**config.mk**
```make
export PLATFORM = sky130hd
export DESIGN_NAME = exec_sequencer_flat
export DESIGN_NICKNAME = d
export VERILOG_FILES = /design/src/rtl/exec_ctrl_pkg.sv /design/src/rtl/exec_sequencer_if.sv /design/src/rtl/exec_op_classify.sv /design/src/rtl/exec_sequencer.sv /design/src/flat_wrapper.sv
export SDC_FILE = /design/constraint.sdc
export NUM_CORES = 1
export LEC_CHECK = 0
export CAP_MARGIN = 0
export CORE_ASPECT_RATIO = 0.5
export CORE_UTILIZATION = 38
export CTS_BUF_LIST = sky130_fd_sc_hd__clkbuf_4 sky130_fd_sc_hd__clkbuf_8 sky130_fd_sc_hd__clkbuf_16
export DETAILED_ROUTE_END_ITERATION = 16
export GPL_TIMING_DRIVEN = 0
export PLACE_DENSITY = 0.78
export SYNTH_ARGS = -nofsm -noshare
export SYNTH_HDL_FRONTEND = slang
export SYNTH_HIERARCHICAL = 1
export SYNTH_SLANG_ARGS = --single-unit
```
**constraint.sdc**
```tcl
create_clock -name clk -period 1.8 [get_ports clk]
set_input_delay 0.27 -clock clk [delete_from_list [all_inputs] [get_ports clk]]
set_output_delay 0.27 -clock clk [all_outputs]
set_load 0.02 [all_outputs]
```
**src/rtl/exec_ctrl_pkg.sv**
```systemverilog
`default_nettype none
// +--------------------------------------------------------------------+
// | exec_ctrl_pkg : shared types and opcode constants for the          |
// |                 execute-stage sequencer. Rev 1.0                   |
// +--------------------------------------------------------------------+
package exec_ctrl_pkg;

  typedef enum logic [2:0] {
    ST_IDLE      = 3'd0,
    ST_WAIT_OPND = 3'd1,
    ST_EXEC      = 3'd2,
    ST_MULTI     = 3'd3,
    ST_HOLD      = 3'd4,
    ST_HALT      = 3'd5
  } state_e;

  typedef enum logic [1:0] {
    CLS_SINGLE = 2'd0,
    CLS_MUL    = 2'd1,
    CLS_HALT   = 2'd2
  } op_class_e;

  localparam int unsigned MUL_LAT_DEFAULT = 4;
  localparam int unsigned CNT_W           = 4;

  localparam logic [7:0] OPC_RET     = 8'hC3;
  localparam logic [7:0] OPC_RETF    = 8'hCB;
  localparam logic [7:0] OPC_IRET    = 8'hCF;
  localparam logic [7:0] OPC_GRP3    = 8'hF7;
  localparam logic [7:0] OPC_IMUL_IB = 8'h6B;
  localparam logic [7:0] OPC_IMUL_IZ = 8'h69;
  localparam logic [7:0] OPC_IMUL_2B = 8'hAF;

  localparam logic [2:0] EXT_MUL  = 3'b100;
  localparam logic [2:0] EXT_IMUL = 3'b101;

endpackage
`default_nettype wire

```
**src/rtl/exec_sequencer_if.sv**
```systemverilog
`default_nettype none
// +--------------------------------------------------------------------+
// | exec_sequencer_if : register-read / execute / writeback handshake  |
// |                     bundle for exec_sequencer. Rev 1.0             |
// +--------------------------------------------------------------------+
interface exec_sequencer_if;

  logic        inValidIn;
  logic        inReadyOut;
  logic [0:7]  opcodeIn;
  logic [0:31] opcodeLengthIn;
  logic [0:31] hasExtendedOpcodeIn;
  logic [0:2]  extendedOpcodeIn;
  logic        operand1ValValidIn;
  logic        operand2ValValidIn;
  logic        flushIn;
  logic        outReadyIn;
  logic        latchEnOut;
  logic        canExecuteOut;
  logic        outValidOut;
  logic        busyOut;
  logic        haltOut;
  logic [0:2]  stateOut;
  logic [0:31] retiredCountOut;

  modport master (
    output inValidIn, opcodeIn, opcodeLengthIn, hasExtendedOpcodeIn,
           extendedOpcodeIn, operand1ValValidIn, operand2ValValidIn,
           flushIn, outReadyIn,
    input  inReadyOut, latchEnOut, canExecuteOut, outValidOut, busyOut,
           haltOut, stateOut, retiredCountOut
  );

  modport slave (
    input  inValidIn, opcodeIn, opcodeLengthIn, hasExtendedOpcodeIn,
           extendedOpcodeIn, operand1ValValidIn, operand2ValValidIn,
           flushIn, outReadyIn,
    output inReadyOut, latchEnOut, canExecuteOut, outValidOut, busyOut,
           haltOut, stateOut, retiredCountOut
  );

endinterface
`default_nettype wire

```
**src/rtl/exec_op_classify.sv**
```systemverilog
`default_nettype none
// +--------------------------------------------------------------------+
// | exec_op_classify : combinational opcode classifier (halt / multi-  |
// |                    cycle multiply / single-cycle). Rev 1.0         |
// +--------------------------------------------------------------------+
module exec_op_classify
  import exec_ctrl_pkg::*;
(
  input  logic [0:7]  i_opcode,
  input  logic [0:31] i_opcode_len,
  input  logic [0:31] i_has_ext,
  input  logic [0:2]  i_ext,
  output op_class_e   o_class
);

  logic w_len1;
  logic w_len2;
  logic w_is_halt;
  logic w_is_grp3_mul;
  logic w_is_mul;

  assign w_len1 = (i_opcode_len == 32'd1);
  assign w_len2 = (i_opcode_len == 32'd2);

  assign w_is_halt = w_len1 && ((i_opcode == OPC_RET) ||
                                (i_opcode == OPC_RETF) ||
                                (i_opcode == OPC_IRET));

  // Group-3 F7 is only a multiply when its ModRM extension selects MUL/IMUL
  assign w_is_grp3_mul = (i_opcode == OPC_GRP3) && (i_has_ext != 32'd0) &&
                         ((i_ext == EXT_MUL) || (i_ext == EXT_IMUL));

  assign w_is_mul = (w_len1 && (w_is_grp3_mul ||
                                (i_opcode == OPC_IMUL_IB) ||
                                (i_opcode == OPC_IMUL_IZ))) ||
                    (w_len2 && (i_opcode == OPC_IMUL_2B));

  always_comb begin
    o_class = CLS_SINGLE;
    if (w_is_halt) begin
      o_class = CLS_HALT;
    end else if (w_is_mul) begin
      o_class = CLS_MUL;
    end
  end

endmodule
`default_nettype wire

```
**src/rtl/exec_sequencer.sv**
```systemverilog
`default_nettype none
// +--------------------------------------------------------------------+
// | exec_sequencer : issue/execute/writeback control FSM with operand  |
// |                  wait, multi-cycle multiply and sticky halt. Rev 1.0|
// +--------------------------------------------------------------------+
module exec_sequencer
  import exec_ctrl_pkg::*;
#(
  parameter int unsigned MUL_LAT = MUL_LAT_DEFAULT
) (
  input  logic             clk,
  input  logic             reset,
  exec_sequencer_if.slave  bus
);

  localparam logic [2:0] S_IDLE  = ST_IDLE;
  localparam logic [2:0] S_WAIT  = ST_WAIT_OPND;
  localparam logic [2:0] S_EXEC  = ST_EXEC;
  localparam logic [2:0] S_MULTI = ST_MULTI;
  localparam logic [2:0] S_HOLD  = ST_HOLD;
  localparam logic [2:0] S_HALT  = ST_HALT;

  localparam logic [CNT_W-1:0] LAT_LOAD = CNT_W'(MUL_LAT - 1);

  logic [2:0]       r_state;
  logic [CNT_W-1:0] r_cnt;
  logic             r_is_mul;
  logic [31:0]      r_retired;

  logic [2:0]       w_next;
  op_class_e        w_cls;
  logic             w_live;
  logic             w_ready;
  logic             w_accept;
  logic             w_ops_ok;
  logic             w_active;
  logic             w_result;
  logic             w_retire;

  exec_op_classify u_classify (
    .i_opcode     (bus.opcodeIn),
    .i_opcode_len (bus.opcodeLengthIn),
    .i_has_ext    (bus.hasExtendedOpcodeIn),
    .i_ext        (bus.extendedOpcodeIn),
    .o_class      (w_cls)
  );

  // Outputs present IDLE values while reset is held, whatever the state
  assign w_live   = !reset;
  assign w_ready  = w_live && (r_state == S_IDLE) && !bus.flushIn;
  assign w_accept = w_ready && bus.inValidIn;
  assign w_ops_ok = bus.operand1ValValidIn && bus.operand2ValValidIn;
  assign w_active = w_live && !bus.flushIn &&
                    ((r_state == S_EXEC) || (r_state == S_MULTI) || (r_state == S_HOLD));
  assign w_result = w_active && ((r_state != S_MULTI) || (r_cnt == '0));
  assign w_retire = w_result && bus.outReadyIn;

  assign bus.inReadyOut      = w_ready;
  assign bus.latchEnOut      = w_accept;
  assign bus.canExecuteOut   = w_active;
  assign bus.outValidOut     = w_result;
  assign bus.busyOut         = w_live && (r_state != S_IDLE);
  assign bus.haltOut         = w_live && (r_state == S_HALT);
  assign bus.stateOut        = w_live ? r_state : S_IDLE;
  assign bus.retiredCountOut = r_retired;

  always_comb begin
    w_next = r_state;
    case (r_state)
      S_IDLE: begin
        if (w_accept) begin
          if (w_cls == CLS_HALT) begin
            w_next = S_HALT;
          end else if (!w_ops_ok) begin
            w_next = S_WAIT;
          end else if (w_cls == CLS_MUL) begin
            w_next = S_MULTI;
          end else begin
            w_next = S_EXEC;
          end
        end
      end
      S_WAIT: begin
        if (w_ops_ok) begin
          w_next = r_is_mul ? S_MULTI : S_EXEC;
        end
      end
      S_EXEC:  w_next = bus.outReadyIn ? S_IDLE : S_HOLD;
      S_MULTI: begin
        if (r_cnt == '0) begin
          w_next = bus.outReadyIn ? S_IDLE : S_HOLD;
        end
      end
      S_HOLD: begin
        if (bus.outReadyIn) begin
          w_next = S_IDLE;
        end
      end
      S_HALT:  w_next = S_HALT;
      default: w_next = S_IDLE;
    endcase
    // A redirect overrides everything except a halted core
    if (bus.flushIn && (r_state != S_HALT)) begin
      w_next = S_IDLE;
    end
  end

  always_ff @(posedge clk) begin
    if (reset) begin
      r_state   <= S_IDLE;
      r_cnt     <= '0;
      r_is_mul  <= 1'b0;
      r_retired <= '0;
    end else begin
      r_state <= w_next;
      if (w_next == S_MULTI) begin
        r_cnt <= (r_state == S_MULTI) ? (r_cnt - 1'b1) : LAT_LOAD;
      end else begin
        r_cnt <= '0;
      end
      if (w_accept) begin
        r_is_mul <= (w_cls == CLS_MUL);
      end else if (w_next == S_IDLE) begin
        r_is_mul <= 1'b0;
      end
      if (w_retire) begin
        r_retired <= r_retired + 32'd1;
      end
    end
  end

endmodule
`default_nettype wire

```
**src/flat_wrapper.sv**
```systemverilog
// flat-port wrapper written by rule: the top's interface ports become plain ports
module exec_sequencer_flat import exec_ctrl_pkg::*;
#(
  parameter int unsigned MUL_LAT = MUL_LAT_DEFAULT
)
  (clk, reset, bus_inValidIn, bus_opcodeIn, bus_opcodeLengthIn, bus_hasExtendedOpcodeIn, bus_extendedOpcodeIn, bus_operand1ValValidIn, bus_operand2ValValidIn, bus_flushIn, bus_outReadyIn, bus_inReadyOut, bus_latchEnOut, bus_canExecuteOut, bus_outValidOut, bus_busyOut, bus_haltOut, bus_stateOut, bus_retiredCountOut);
  exec_sequencer_if bus_i ();
  input  logic clk;
  input  logic reset;
  input wire logic [$bits(bus_i.inValidIn)-1:0] bus_inValidIn;
  input wire logic [$bits(bus_i.opcodeIn)-1:0] bus_opcodeIn;
  input wire logic [$bits(bus_i.opcodeLengthIn)-1:0] bus_opcodeLengthIn;
  input wire logic [$bits(bus_i.hasExtendedOpcodeIn)-1:0] bus_hasExtendedOpcodeIn;
  input wire logic [$bits(bus_i.extendedOpcodeIn)-1:0] bus_extendedOpcodeIn;
  input wire logic [$bits(bus_i.operand1ValValidIn)-1:0] bus_operand1ValValidIn;
  input wire logic [$bits(bus_i.operand2ValValidIn)-1:0] bus_operand2ValValidIn;
  input wire logic [$bits(bus_i.flushIn)-1:0] bus_flushIn;
  input wire logic [$bits(bus_i.outReadyIn)-1:0] bus_outReadyIn;
  output wire logic [$bits(bus_i.inReadyOut)-1:0] bus_inReadyOut;
  output wire logic [$bits(bus_i.latchEnOut)-1:0] bus_latchEnOut;
  output wire logic [$bits(bus_i.canExecuteOut)-1:0] bus_canExecuteOut;
  output wire logic [$bits(bus_i.outValidOut)-1:0] bus_outValidOut;
  output wire logic [$bits(bus_i.busyOut)-1:0] bus_busyOut;
  output wire logic [$bits(bus_i.haltOut)-1:0] bus_haltOut;
  output wire logic [$bits(bus_i.stateOut)-1:0] bus_stateOut;
  output wire logic [$bits(bus_i.retiredCountOut)-1:0] bus_retiredCountOut;
  assign bus_i.inValidIn = bus_inValidIn;
  assign bus_i.opcodeIn = bus_opcodeIn;
  assign bus_i.opcodeLengthIn = bus_opcodeLengthIn;
  assign bus_i.hasExtendedOpcodeIn = bus_hasExtendedOpcodeIn;
  assign bus_i.extendedOpcodeIn = bus_extendedOpcodeIn;
  assign bus_i.operand1ValValidIn = bus_operand1ValValidIn;
  assign bus_i.operand2ValValidIn = bus_operand2ValValidIn;
  assign bus_i.flushIn = bus_flushIn;
  assign bus_i.outReadyIn = bus_outReadyIn;
  assign bus_inReadyOut = bus_i.inReadyOut;
  assign bus_latchEnOut = bus_i.latchEnOut;
  assign bus_canExecuteOut = bus_i.canExecuteOut;
  assign bus_outValidOut = bus_i.outValidOut;
  assign bus_busyOut = bus_i.busyOut;
  assign bus_haltOut = bus_i.haltOut;
  assign bus_stateOut = bus_i.stateOut;
  assign bus_retiredCountOut = bus_i.retiredCountOut;
  exec_sequencer #(.MUL_LAT(MUL_LAT)) u_core (.clk(clk), .reset(reset), .bus(bus_i));
endmodule
```
==> impl_metrics.env <==
export IMPL_dp_hpwl_um=6050
export IMPL_post_route_period_util_pct=111
export IMPL_max_freq_ghz=0.498
export IMPL_crit_type="register to register"
export IMPL_max_stage_delay_ps=390
export IMPL_grt_overflow=0
export IMPL_r2r_start="u_core/r_state[0]$_SDFF_PP0_"
export IMPL_crit_arrival_ps=2190
export IMPL_ir_drop_v=0.000336
export IMPL_layout_setup_ws_ps=-206
export IMPL_synth_area_top_cells="dfxtp_1, nor4_1, mux2_2"
export IMPL_synth_cell_types=60
export IMPL_synthArstFlopShare_pct=0
export IMPL_clk_latency_ps=290
export IMPL_run_status="finished, violations left"
export IMPL_drt_iter0_drc=272
export IMPL_drc=0
export IMPL_clock_sinks=40
export IMPL_root_buffer="clkbuf_16"
export IMPL_place_inst=528
export IMPL_crit_buf_inv=3
export IMPL_synth_top_cell_by_area="dfxtp_1"
export IMPL_synth_area_per_cell_um2=8.35
export IMPL_die_y_um=61.0
export IMPL_syn_area_um2=2650
export IMPL_post_route_cells_drive_above_1_share_pct=48.4
export IMPL_synth_yosys_seq_area_share_pct=30.2
export IMPL_clock_path_buffers=2
export IMPL_num_vias=3282
export IMPL_grt_max_degree=14
export IMPL_failed_checks="negative setup slack"
export IMPL_cts_hold_fix_buffers=0
export IMPL_setup_viol=33
export IMPL_pre_cts_slack_ps=-802
export IMPL_rr_worst_depth=7
export IMPL_slew_headroom_pct=54.3
export IMPL_cp_top_family="simple AND/OR/NAND/NOR gates"
export IMPL_synthCells=317
export IMPL_ys_warn_count=6
export IMPL_utilization_pct=73.9
export IMPL_maxSlewViolCount=0
export IMPL_rsz0062_at_grt="yes"
export IMPL_holdWs_ps=354
export IMPL_grt_pass1_vias=2897
export IMPL_route_antenna_remaining_nets=0
export IMPL_synth_top_area_share_pct=30.2
export IMPL_tightest_slew_ps=686
export IMPL_post_synth_top_count_cell="dfxtp_1"
export IMPL_vias_per_cell=5.85
export IMPL_io_buffers=119
export IMPL_cts_tree="yes"
export IMPL_gp_routability_congestion=0.820
export IMPL_cts_htree_levels=2
export IMPL_chipWidth_um=120
export IMPL_finalHoldViolCount=0
export IMPL_drt_wl_total_um=10100
export IMPL_critical_path_cell_chain="buf_8 > or3_4 > buf_6 > buf_6 > nor4_4 > o21ai_1 > a311oi_1"
export IMPL_area_growth_pct=87.0
export IMPL_critPathRequiredTime_ps=1990
export IMPL_drtPass1Iterations=5
export IMPL_synth_ff_type="dfxtp_1"
export IMPL_crit_slowest_cell="or3_4"
export IMPL_start_util_pct=39.5
export IMPL_path_clk_slew_ps=60
export IMPL_fin_crit_ps=2010
export IMPL_synth_seq_cells=40
export IMPL_antennaDiodeCount=0
export IMPL_worst_clock_skew_ps=10.2
export IMPL_synth_nets=401
export IMPL_grt_pass1_wl_um=14000
export IMPL_cts_buffers=5
export IMPL_wl_per_cell_um=18.0
export IMPL_path_max_fanout=3
export IMPL_critPathLaunch="u_core/r_state[0]$_SDFF_PP0_"
export IMPL_hold_path_class="input port to register"
export IMPL_rows=21
export IMPL_power_leakage_uw=0.00190
export IMPL_synth_cells_most_frequent="dfxtp_1, nor2_1, nor4_1"
export IMPL_layout_nets=552
export IMPL_cp_depth=7
export IMPL_synth_edf_count=0
export IMPL_core_um2=6700
export IMPL_regToRegSetupSlack_ps=-210
export IMPL_worst_setup_path_end_kind="register"
export IMPL_endpoint="u_core/r_is_mul$_SDFFE_PP0P_"
export IMPL_fin_cells=561
export IMPL_grt_antenna_before_repair=0
export IMPL_r2r_end="u_core/r_is_mul$_SDFFE_PP0P_"
export IMPL_grt_usage_pct=24.4
export IMPL_max_cap_violations=0
export IMPL_crit_top_cell="buf_6"
export IMPL_power_total_uw=2050
export IMPL_worstSetupStartpointType="register"
export IMPL_dieArea_um2=7330
export IMPL_io_pins=123
export IMPL_power_density_nw_per_um2=414
stage by stage:
stage / area (um2) / TNS [ps]
after floorplan: 2810 / -127
after global routing: 4950 / -5930
after CTS: 4560 / -3800
after detailed placement: 4120 / -18730
after global placement: 4120 / -19820
final: 4950 / -3460
power by group:
group | switching (uW) | internal (uW) | total [uW]
clock | 385 | 528 | 912
combinational | 128 | 131 | 258
sequential | 0.972 | 880 | 881
total | 513 | 1540 | 2050
per-layer routing:
metal  vias to the layer above  track usage [%]  routed length (um)
li1                       1538                -                   -
met1                      1582             31.5                4400
met2                       141             42.9                4920
met3                        21             4.72                 592
met4                         0             6.61                 186
met5                         -                0                   0
flip-flops by register name, summed over array words and instances (netlist names):
name	count
u_core/r_is_mul	1
u_core/r_state	3
u_core/r_cnt	4
u_core/bus.retiredCountOut	32
cells in the final DEF (no fill, tap or decap), types with 3 or more instances in the layout:
master / count
a21oi_1: 10
a21oi_2: 8
and3_1: 4
and4_1: 5
buf_2: 47
buf_4: 14
buf_6: 20
buf_8: 3
clkbuf_1: 5
clkbuf_16: 7
clkbuf_2: 3
clkdlybuf4s15_1: 13
clkdlybuf4s50_1: 35
dfxtp_1: 19
dfxtp_2: 17
dfxtp_4: 4
dlygate4sd2_1: 16
inv_1: 7
mux2_4: 14
nand2_1: 15
nand3_1: 10
nand4_1: 11
nand4bb_1: 3
nor2_1: 23
nor2b_1: 18
nor4_2: 11
nor4_4: 17
o21ai_0: 4
o21ai_1: 5
o31ai_1: 7
o31ai_4: 3
o41ai_4: 3
or3_4: 3
or4_1: 5
or4_4: 6
worst reg2reg max path, stage by stage (launching register included):
cell,delay (ps)
dfxtp_4,360
buf_8,120
or3_4,390
buf_6,130
buf_6,110
nor4_4,370
o21ai_1,150
a311oi_1,290
cell families after synthesis:
family	after synthesis	share of synthesized area, %
simple gates	170	40.2
compound gates	58	16.3
flops	40	30.2
buf+inv	29	5.06
mux	15	6.33
xor+xnor	3	0.993
fa+ha+maj	2	0.945
repair_timing:
item	4_1_cts	5_1_grt
cloned	0	3
pin swaps	54	45
buffers inserted	17	7
endpoints found under the setup margin	48	42
resized for setup	310	69
final cells by class:
type                       count  area [um2]
tap                           92         115
multi-input combinational    248        2420
timing repair buffer         145        1230
inverter                      10        40.0
clock buffer                   6         133
buffer                        18         160
fill                         439        1750
sequential                    40         837
clock inverter                 2        12.5
worst min path at each step:
stage | start | end | slack, ps | cells past startpoint
final | bus_outReadyIn | u_core/bus.retiredCountOut[30]$_SDFFE_PP0P_ | 350 | 3
after global routing | bus_outReadyIn | u_core/bus.retiredCountOut[30]$_SDFFE_PP0P_ | 360 | 3
after CTS | bus_outReadyIn | u_core/bus.retiredCountOut[30]$_SDFFE_PP0P_ | 340 | 3
after detailed placement | u_core/r_cnt[0]$_SDFF_PP0_ | u_core/r_cnt[0]$_SDFF_PP0_ | 450 | 1
after global placement | u_core/r_cnt[0]$_SDFF_PP0_ | u_core/r_cnt[0]$_SDFF_PP0_ | 450 | 1
after floorplan | bus_flushIn | u_core/r_state[2]$_SDFF_PP0_ | 380 | 1
No activity file was read; power rests on OpenSTA's default activity.
